## src/rtl/wbq_pkg.sv

```systemverilog
// Shared types and helpers for the writeback queue.
// Storage entries use the package default widths (WBQ_AW/WBQ_DW).
// youngest_index() maps an age rank to a circular storage slot.
package wbq_pkg;

  localparam int WBQ_AW = 5;
  localparam int WBQ_DW = 32;

  typedef struct packed {
    logic [WBQ_AW-1:0] addr;
    logic [WBQ_DW-1:0] data;
  } wb_entry_t;

  // Slot of the k-th youngest valid entry (k=0 is the tail-most entry).
  // The caller truncates to the pointer width; DEPTH is a power of two, so
  // truncation is the modulo wrap. Only meaningful for k < count.
  function automatic int unsigned youngest_index(input int unsigned rd_ptr,
                                                 input int unsigned count,
                                                 input int unsigned k);
    return rd_ptr + count - 1 - k;
  endfunction

endpackage

```

## src/rtl/wbq_fwd_match.sv

```systemverilog
// Forwarding lookup over the pending writeback entries for one read address.
// Latency: combinational. No handshake; purely observes queue state.
// Macro WBQ_BYPASS_EN: defined builds the comparators, undefined ties hit/data to 0.
// Ports: entries/rd_ptr/count (queue state), ra (lookup address),
//        hit (some pending entry targets ra, ra!=0), data (youngest match value).
module wbq_fwd_match
  import wbq_pkg::*;
#(
  parameter int DEPTH = 4,
  parameter int PW    = $clog2(DEPTH),
  parameter int CW    = $clog2(DEPTH+1)
) (
  input  wb_entry_t         entries [DEPTH],
  input  logic [PW-1:0]     rd_ptr,
  input  logic [CW-1:0]     count,
  input  logic [WBQ_AW-1:0] ra,
  output logic              hit,
  output logic [WBQ_DW-1:0] data
);

`ifdef WBQ_BYPASS_EN
  logic [PW-1:0] idx;

  // Walk from oldest to youngest so the youngest match is the last to land.
  always_comb begin
    hit  = 1'b0;
    data = '0;
    idx  = '0;
    for (int k = DEPTH-1; k >= 0; k--) begin
      idx = PW'(youngest_index(32'(rd_ptr), 32'(count), k));
      if ((k < int'(count)) && (ra != '0) && (entries[idx].addr == ra)) begin
        hit  = 1'b1;
        data = entries[idx].data;
      end
    end
  end
`else
  // Read stage stalls on a non-empty queue instead of forwarding.
  assign hit  = 1'b0;
  assign data = '0;

  wb_entry_t         unused_entries [DEPTH];
  logic [PW-1:0]     unused_rd_ptr;
  logic [CW-1:0]     unused_count;
  logic [WBQ_AW-1:0] unused_ra;
  assign unused_entries = entries;
  assign unused_rd_ptr  = rd_ptr;
  assign unused_count   = count;
  assign unused_ra      = ra;
`endif

endmodule

```

## src/rtl/wb_queue.sv

```systemverilog
// Writeback queue: buffers execute results in order and drains one per cycle into the regfile.
// Latency: entry accepted at edge N (empty queue, drain_en=1) is written at edge N+1.
// Backpressure: in_ready = !full (no pass-through when full); drain_en=0 holds the head.
// Optional forwarding built when WBQ_BYPASS_EN is defined (see wbq_fwd_match).
// Ports: clock/reset (async active-high); in_valid/in_ready/in_addr/in_data (enqueue);
//        drain_en, write/wa3/wd3 (regfile write port); ra1/ra2 -> hit1/hit2/fwd1/fwd2
//        (forwarding lookups); count (occupancy).
// AW/DW must equal the package widths WBQ_AW/WBQ_DW, which size the storage entries.
module wb_queue
  import wbq_pkg::*;
#(
  parameter int DEPTH = 4,
  parameter int AW    = WBQ_AW,
  parameter int DW    = WBQ_DW
) (
  input  logic                       clock,
  input  logic                       reset,
  input  logic                       in_valid,
  output logic                       in_ready,
  input  logic [AW-1:0]              in_addr,
  input  logic [DW-1:0]              in_data,
  input  logic                       drain_en,
  output logic                       write,
  output logic [AW-1:0]              wa3,
  output logic [DW-1:0]              wd3,
  input  logic [AW-1:0]              ra1,
  input  logic [AW-1:0]              ra2,
  output logic                       hit1,
  output logic                       hit2,
  output logic [DW-1:0]              fwd1,
  output logic [DW-1:0]              fwd2,
  output logic [$clog2(DEPTH+1)-1:0] count
);

  localparam int PW = $clog2(DEPTH);
  localparam int CW = $clog2(DEPTH+1);

  wb_entry_t     mem_q [DEPTH];
  logic [PW-1:0] rd_ptr_q, wr_ptr_q;
  logic [CW-1:0] count_q, count_d;
  logic          enq, deq;
  wb_entry_t     head;

  // Gated by reset so nothing is accepted while the queue is being cleared.
  assign in_ready = !reset && (count_q != CW'(DEPTH));
  // Register 0 results complete the handshake but are never stored.
  assign enq      = in_valid && in_ready && (in_addr != '0);
  assign write    = (count_q != '0) && drain_en;
  assign deq      = write;

  assign head  = mem_q[rd_ptr_q];
  assign wa3   = (count_q != '0) ? head.addr : '0;
  assign wd3   = (count_q != '0) ? head.data : '0;
  assign count = count_q;

  always_comb begin
    count_d = count_q;
    if (enq && !deq)      count_d = count_q + CW'(1);
    else if (!enq && deq) count_d = count_q - CW'(1);
  end

  always_ff @(posedge clock or posedge reset) begin
    if (reset) begin
      rd_ptr_q <= '0;
      wr_ptr_q <= '0;
      count_q  <= '0;
    end else begin
      if (enq) wr_ptr_q <= wr_ptr_q + PW'(1);
      if (deq) rd_ptr_q <= rd_ptr_q + PW'(1);
      count_q <= count_d;
    end
  end

  // Payload storage needs no reset: count_q qualifies every read of it.
  always_ff @(posedge clock) begin
    if (enq) mem_q[wr_ptr_q] <= '{addr: in_addr, data: in_data};
  end

  wbq_fwd_match #(.DEPTH(DEPTH), .PW(PW), .CW(CW)) u_fwd1 (
    .entries (mem_q),
    .rd_ptr  (rd_ptr_q),
    .count   (count_q),
    .ra      (ra1),
    .hit     (hit1),
    .data    (fwd1)
  );

  wbq_fwd_match #(.DEPTH(DEPTH), .PW(PW), .CW(CW)) u_fwd2 (
    .entries (mem_q),
    .rd_ptr  (rd_ptr_q),
    .count   (count_q),
    .ra      (ra2),
    .hit     (hit2),
    .data    (fwd2)
  );

endmodule

```

## config.mk

```make
export PLATFORM = sky130hd
export DESIGN_NAME = wb_queue
export DESIGN_NICKNAME = d
export VERILOG_FILES = /design/src/rtl/wbq_pkg.sv /design/src/rtl/wbq_fwd_match.sv /design/src/rtl/wb_queue.sv
export SDC_FILE = /design/constraint.sdc
export NUM_CORES = 1
export LEC_CHECK = 0
export ABC_AREA = 1
export ABC_CLOCK_PERIOD_IN_PS = 4850
export CAP_MARGIN = 20
export CORE_MARGIN = 8
export CORE_UTILIZATION = 32
export CTS_BUF_LIST = sky130_fd_sc_hd__clkbuf_2 sky130_fd_sc_hd__clkbuf_4 sky130_fd_sc_hd__clkbuf_8
export DETAILED_ROUTE_END_ITERATION = 12
export GPL_ROUTABILITY_DRIVEN = 0
export GPL_TIMING_DRIVEN = 0
export MAX_ROUTING_LAYER = met4
export PLACE_DENSITY = 0.55
export RECOVER_POWER = 25
export SLEW_MARGIN = 40
export SYNTH_ARGS = -nofsm -noshare
export SYNTH_HDL_FRONTEND = slang
export SYNTH_SLANG_ARGS = --single-unit
```

## constraint.sdc

```tcl
create_clock -name clock -period 4.85 [get_ports clock]
set_input_delay 0.97 -clock clock [delete_from_list [all_inputs] [get_ports clock]]
set_output_delay 0.97 -clock clock [all_outputs]
set_load 0.05 [all_outputs]
```

==> flow_summary.json, run 1 <==
{
  "cp_max_fo": 10,
  "period_share_pct": 78.9,
  "initial_utilization_pct": 32.2,
  "overflow": 0,
  "antenna_found_initial": 2,
  "drc_errors": 0,
  "ios": 159,
  "synth.area.top_cells": "edfxtp_1 66%, nor2_1 9.0%, buf_4 7.5%",
  "ir_drop_mv": 0.444,
  "grt_pass1_wl_um": 24300,
  "crit_type": "reg -> out",
  "place_ws_ns": 1.34,
  "synthTopCellsByCount": "160 x nor2_1, 148 x edfxtp_1, 67 x buf_4, 45 x o21ai_0, 38 x a21oi_1",
  "finalClockSkew_ns": 0.0112,
  "postPlaceCellArea_sq_mm": 0.00830,
  "yosysWarnings": 0,
  "wl_met1_um": 7150,
  "num_vias": 4294,
  "clock_latency_ns": 0.43,
  "die_h_um": 161,
  "hold_viol": 0,
  "synth_most_common_cell": "nor2_1",
  "tns_ns": 0,
  "end_kind": "primary output",
  "avgSynthCellArea_sq_um": 11.8,
  "setup_viol": 0,
  "ys_seq_area_share_pct": 68.9,
  "yosys.area.top_type": "edfxtp_1",
  "fp.dieArea_sq_mm": 0.0258,
  "rows": 53,
  "ctsHoldBuffers": 0,
  "intPower_mw": 3.18,
  "ys_types": 23,
  "rsz0062_at_grt": "false",
  "async_flop_share_pct": 4.52,
  "dpl.hpwl_um": 11100,
  "drive_above_1_share_pct": 17.2,
  "synthCells": 568,
  "top_layer_used": "met4",
  "htreeDepth": 4,
  "track_usage_pct": 12.5,
  "via_per_inst": 4.16,
  "synth_top_area_share_pct": 66.3,
  "ant_nets": 0,
  "layout_setup_ws_ns": 1.03,
  "p_leak_nw": 3.32,
  "max_freq_mhz": 261,
  "cts_buffers": 17,
  "synth-edff-count": 148,
  "slew_headroom_pct": 57.8,
  "clkPwrFrac_pct": 18.9,
  "tightestPinTransition_ns": 0.632,
  "post_cts_buffers": 0,
  "pwr-share-seq_pct": 28.9,
  "final_max_slew_viol_count": 0,
  "drtIter0Drc": 255,
  "clockRootBuffer": "clkbuf_8",
  "timing.hold.ws_ns": 0.567,
  "syn2layout_area_growth_pct": 30.6,
  "grt_pass1_vias": 4327,
  "wl_per_cell_um": 15.5,
  "cap_violations": 0,
  "arrival_ns": 2.85,
  "powerDensity_mw_per_mm2": 663,
  "synthFlopType": "edfxtp_1",
  "syn-cell-area_sq_mm": 0.00670,
  "first_pass_iters": 4,
  "comb_power_share_pct": 52.2,
  "clk_pin_slew_worst_paths_ns": 0.08,
  "route.met2.wl_um": 7660,
  "switching_share_pct": 45.3,
  "fin_area_sq_mm": 0.00876,
  "min_period_ns": 3.82,
  "grt_start_max_net_pins": 18,
  "cts_resized": 0,
  "ys_ff_latch": 155,
  "portBuffers": 82,
  "clockBufferDepth": 2,
  "timing.critical_path.required_ns": 3.88,
  "outcome": "complete, no violations",
  "coreArea_sq_mm": 0.0208,
  "numClockSinks": 155,
  "die-width_um": 161,
  "cts_tree": "built",
  "routed_wl_um": 15900,
  "power.switching_mw": 2.63,
  "final_util_pct": 42.1,
  "nets": 799,
  "setup.worst_path.start_class": "register",
  "hp-class": "reg -> reg",
  "fillerInstances": 1955,
  "met3_wirelength_um": 1000
}
==> critical path, cell delays in order (launching register included) <==
cell and delay [ns]:
dfrtp_1 0.42, inv_2 0.08, buf_2 0.23, clkbuf_1 0.44
o21ai_0 0.20, a21oi_1 0.22, clkdlybuf4s50_1 0.84
==> path summary, 6_finish.rpt <==
check                                 start  cells after the start  slack (ns)           to
worst max-delay path            rd_ptr_q[0]                      6        1.03      wd3[13]
worst min-delay path               count[0]                      1        0.57     count[0]
worst max register to register     count[0]                      8        2.58    mem_q[25]
worst min register to register     count[0]                      1        0.57     count[0]
max in group asynchronous             reset                      2        3.63  rd_ptr_q[0]
min in group asynchronous             reset                      2        0.95     count[2]
==> stage by stage <==
step / cells / total power, mW
after floorplan: 633 / 3.75
after global placement: 990 / 4.73
after detailed placement: 998 / 4.79
after CTS: 1029 / 5.88
after global routing: 1031 / 6.13
final: 1031 / 5.81
==> final cells by class <==
class / instances / area (sq um) / share of cell area, %
clock buffer: 17 / 234 / 2.67
multi-input combinational: 367 / 1640 / 18.7
tap: 275 / 344 / 3.93
inverter: 18 / 67.6 / 0.772
timing repair buffer: 90 / 978 / 11.2
antenna: 2 / 5.00 / 0.0572
buffer: 93 / 656 / 7.49
clock inverter: 14 / 216 / 2.47
sequential: 155 / 4620 / 52.8
==> kinds of logic after synthesis <==
logic type / synth area share (%)
compound gates: 8.66
xor+xnor: 0.261
fa+ha+maj: 1.23
buf+inv: 10.8
flops: 68.9
other cells: 0.0559
simple gates: 10.1
==> power by group through the flow <==
stage | Clock [mW] | Combinational, mW | Sequential, mW
finish | 1.10 | 3.03 | 1.68
global route | 1.17 | 3.27 | 1.69
CTS | 1.12 | 3.08 | 1.68
detailed placement | 0 | 3.08 | 1.71
global placement | 0 | 3.01 | 1.72
floorplan | 0 | 2.00 | 1.75
==> cell usage in the layout, fill, tap and decap left out, types with 7 or more instances in the layout <==
cell type	count
a21oi_1	38
buf_2	12
buf_4	67
clkbuf_8	17
clkdlybuf4s50_1	60
conb_1	66
dfrtp_1	7
dlygate4sd3_1	22
edfxtp_1	148
inv_1	16
nand2_1	13
nor2_1	156
o21ai_0	45
o21ai_1	30
==> layer usage <==
layer / vias to the layer above / GRT usage [%]
li1: 2168 / -
met1: 1992 / 14.6
met2: 128 / 20.5
met3: 6 / 4.20
met4: 0 / 3.28
met5: - / -
==> flip-flops by register name (all words and copies together) (netlist names) <==
signal	count
mem_q	148
count	3
rd_ptr_q	2
wr_ptr_q	2
Note: power is estimated with default switching activity, not from simulation.
==> run 2, diff against run 1 <==
--- a/config.mk
+++ b/config.mk
@@ -6,7 +6,7 @@
 export NUM_CORES = 1
 export LEC_CHECK = 0
 export ABC_AREA = 1
-export ABC_CLOCK_PERIOD_IN_PS = 4850
+export ABC_CLOCK_PERIOD_IN_PS = 3700
 export CAP_MARGIN = 20
 export CORE_MARGIN = 8
 export CORE_UTILIZATION = 32
==> constraint.sdc (replaced) <==
create_clock -name clock -period 3.7 [get_ports clock]
set_input_delay 0.74 -clock clock [delete_from_list [all_inputs] [get_ports clock]]
set_output_delay 0.74 -clock clock [all_outputs]
set_load 0.05 [all_outputs]
==> flow_summary.json, run 2 (same netlist as run 1, synthesis figures left out) <==
{
  "max_freq_mhz": 291,
  "tightestPinTransition_ns": 0.606,
  "cts_resized": 0,
  "hold_viol": 0,
  "r2r_cells": 8,
  "slew_headroom_pct": 59.6,
  "ctsHoldBuffers": 0,
  "clockRootBuffer": "clkbuf_8",
  "track_usage_pct": 12.5,
  "timing.rr.end": "mem_q[14]",
  "rsz0062_at_grt": "false",
  "crit_chain": "inv_2 > buf_2 > clkbuf_2 > o21ai_1 > a21oi_1 > clkdlybuf4s50_1",
  "antenna_found_initial": 2,
  "timing.critical_path.required_ns": 2.96,
  "fillerInstances": 1953,
  "num_vias": 4291,
  "worstHoldPathCells": 1,
  "cp_max_fo": 10,
  "p_leak_nw": 3.34,
  "final_common_cell": "nor2_1",
  "arrival_ns": 2.70,
  "via_per_inst": 4.16,
  "route.met2.wl_um": 7640,
  "setup_viol": 0,
  "portBuffers": 82,
  "period_share_pct": 93.0,
  "rr_startpoint": "count[0]",
  "ir_drop_mv": 0.582,
  "grt_start_max_net_pins": 18,
  "layout_common_cells": "156 x nor2_1, 148 x edfxtp_1, 67 x buf_4",
  "routed_wl_um": 16000,
  "ios": 159,
  "final_max_slew_viol_count": 0,
  "die-width_um": 161,
  "grt_pass1_wl_um": 24300,
  "layout_setup_ws_ns": 0.259,
  "dpl.hpwl_um": 11100,
  "ant_nets": 0,
  "nets": 799,
  "clk_pin_slew_worst_paths_ns": 0.08,
  "min_to": "count[0]",
  "rows": 53,
  "top_layer_used": "met4",
  "cts_tree": "built",
  "end_kind": "primary output",
  "wl_met1_um": 7150,
  "top_register": "mem_q",
  "grt_pass1_vias": 4327,
  "cts_buffers": 17,
  "cpMaxStageDelayCell": "clkdlybuf4s50_1",
  "drive_above_1_share_pct": 17.5,
  "clockBufferDepth": 2,
  "crit_type": "reg -> out",
  "die_h_um": 161,
  "finalClockSkew_ns": 0.0112,
  "place_ws_ns": 0.439,
  "dp.cells": 998,
  "crit_family": "buffers and inverters",
  "cap_violations": 0,
  "clock_latency_ns": 0.44,
  "min-delay-start": "count[0]",
  "coreArea_sq_mm": 0.0208,
  "initial_utilization_pct": 32.2,
  "wl_per_cell_um": 15.5,
  "syn2layout_area_growth_pct": 30.7,
  "drc_errors": 0,
  "htreeDepth": 4,
  "overflow": 0,
  "fin_cells": 1031,
  "outcome": "complete, no violations",
  "drtIter0Drc": 255,
  "power_mw": 7.61,
  "min_period_ns": 3.44,
  "powerDensity_mw_per_mm2": 869,
  "hp-class": "reg -> reg",
  "numClockSinks": 155,
  "first_pass_iters": 4,
  "met3_wirelength_um": 1010,
  "timing.critical_path.buf_inv": 4,
  "largest_reg_flops": 148,
  "setup.worst_path.start_class": "register",
  "fp.dieArea_sq_mm": 0.0258,
  "rrSetupSlack_ns": 1.43,
  "post_cts_buffers": 0,
  "cpPeakStageDelay_ns": 0.87
}
## run 2: cell type report
cell class / instances / area [sq um] / area share (%)
multi-input cells: 367 / 1640 / 18.7
repair buffers: 90 / 981 / 11.2
plain buffers: 93 / 658 / 7.51
diodes: 2 / 5.00 / 0.0571
clock buffers: 17 / 234 / 2.67
well taps: 275 / 344 / 3.93
inverters: 18 / 67.6 / 0.771
flip-flops and latches: 155 / 4620 / 52.7
clock inverters: 14 / 216 / 2.47
## run 2: worst max-delay path by stage
stage / start / endpoint / slack [ns] / depth (start not counted)
2_1_floorplan: reset / mem_q[0] / 0.41 / 5
6_report: rd_ptr_q[0] / wd3[25] / 0.26 / 6
3_5_place_dp: reset / mem_q[9] / 0.44 / 8
3_3_place_gp: reset / mem_q[9] / -1.54 / 6
5_1_grt: rd_ptr_q[0] / wd3[3] / 0.11 / 6
4_1_cts: rd_ptr_q[0] / wd3[13] / 0.03 / 6
## run 2: per-layer routing
metal,vias up,track usage [%]
met3,7,4.20
met4,0,3.28
met5,-,-
met1,1988,14.6
li1,2169,-
met2,127,20.5
## run 2: stage by stage
step | hold slack (ns) | util (%) | setup TNS (ns) | instance area, sq um
after global placement | 0.556 | 39.0 | -218.91 | 8110
after detailed placement | 0.559 | 39.9 | 0 | 8300
after CTS | 0.571 | 42.0 | 0 | 8750
final | 0.567 | 42.1 | 0 | 8760
after global routing | 0.606 | 42.1 | 0 | 8760
after floorplan | 0.552 | - | 0 | 6950
## run 2: power breakdown
group | internal [mW] | switching [mW]
clock network | 0.805 | 0.635
logic | 1.23 | 2.75
registers | 2.13 | 0.0668
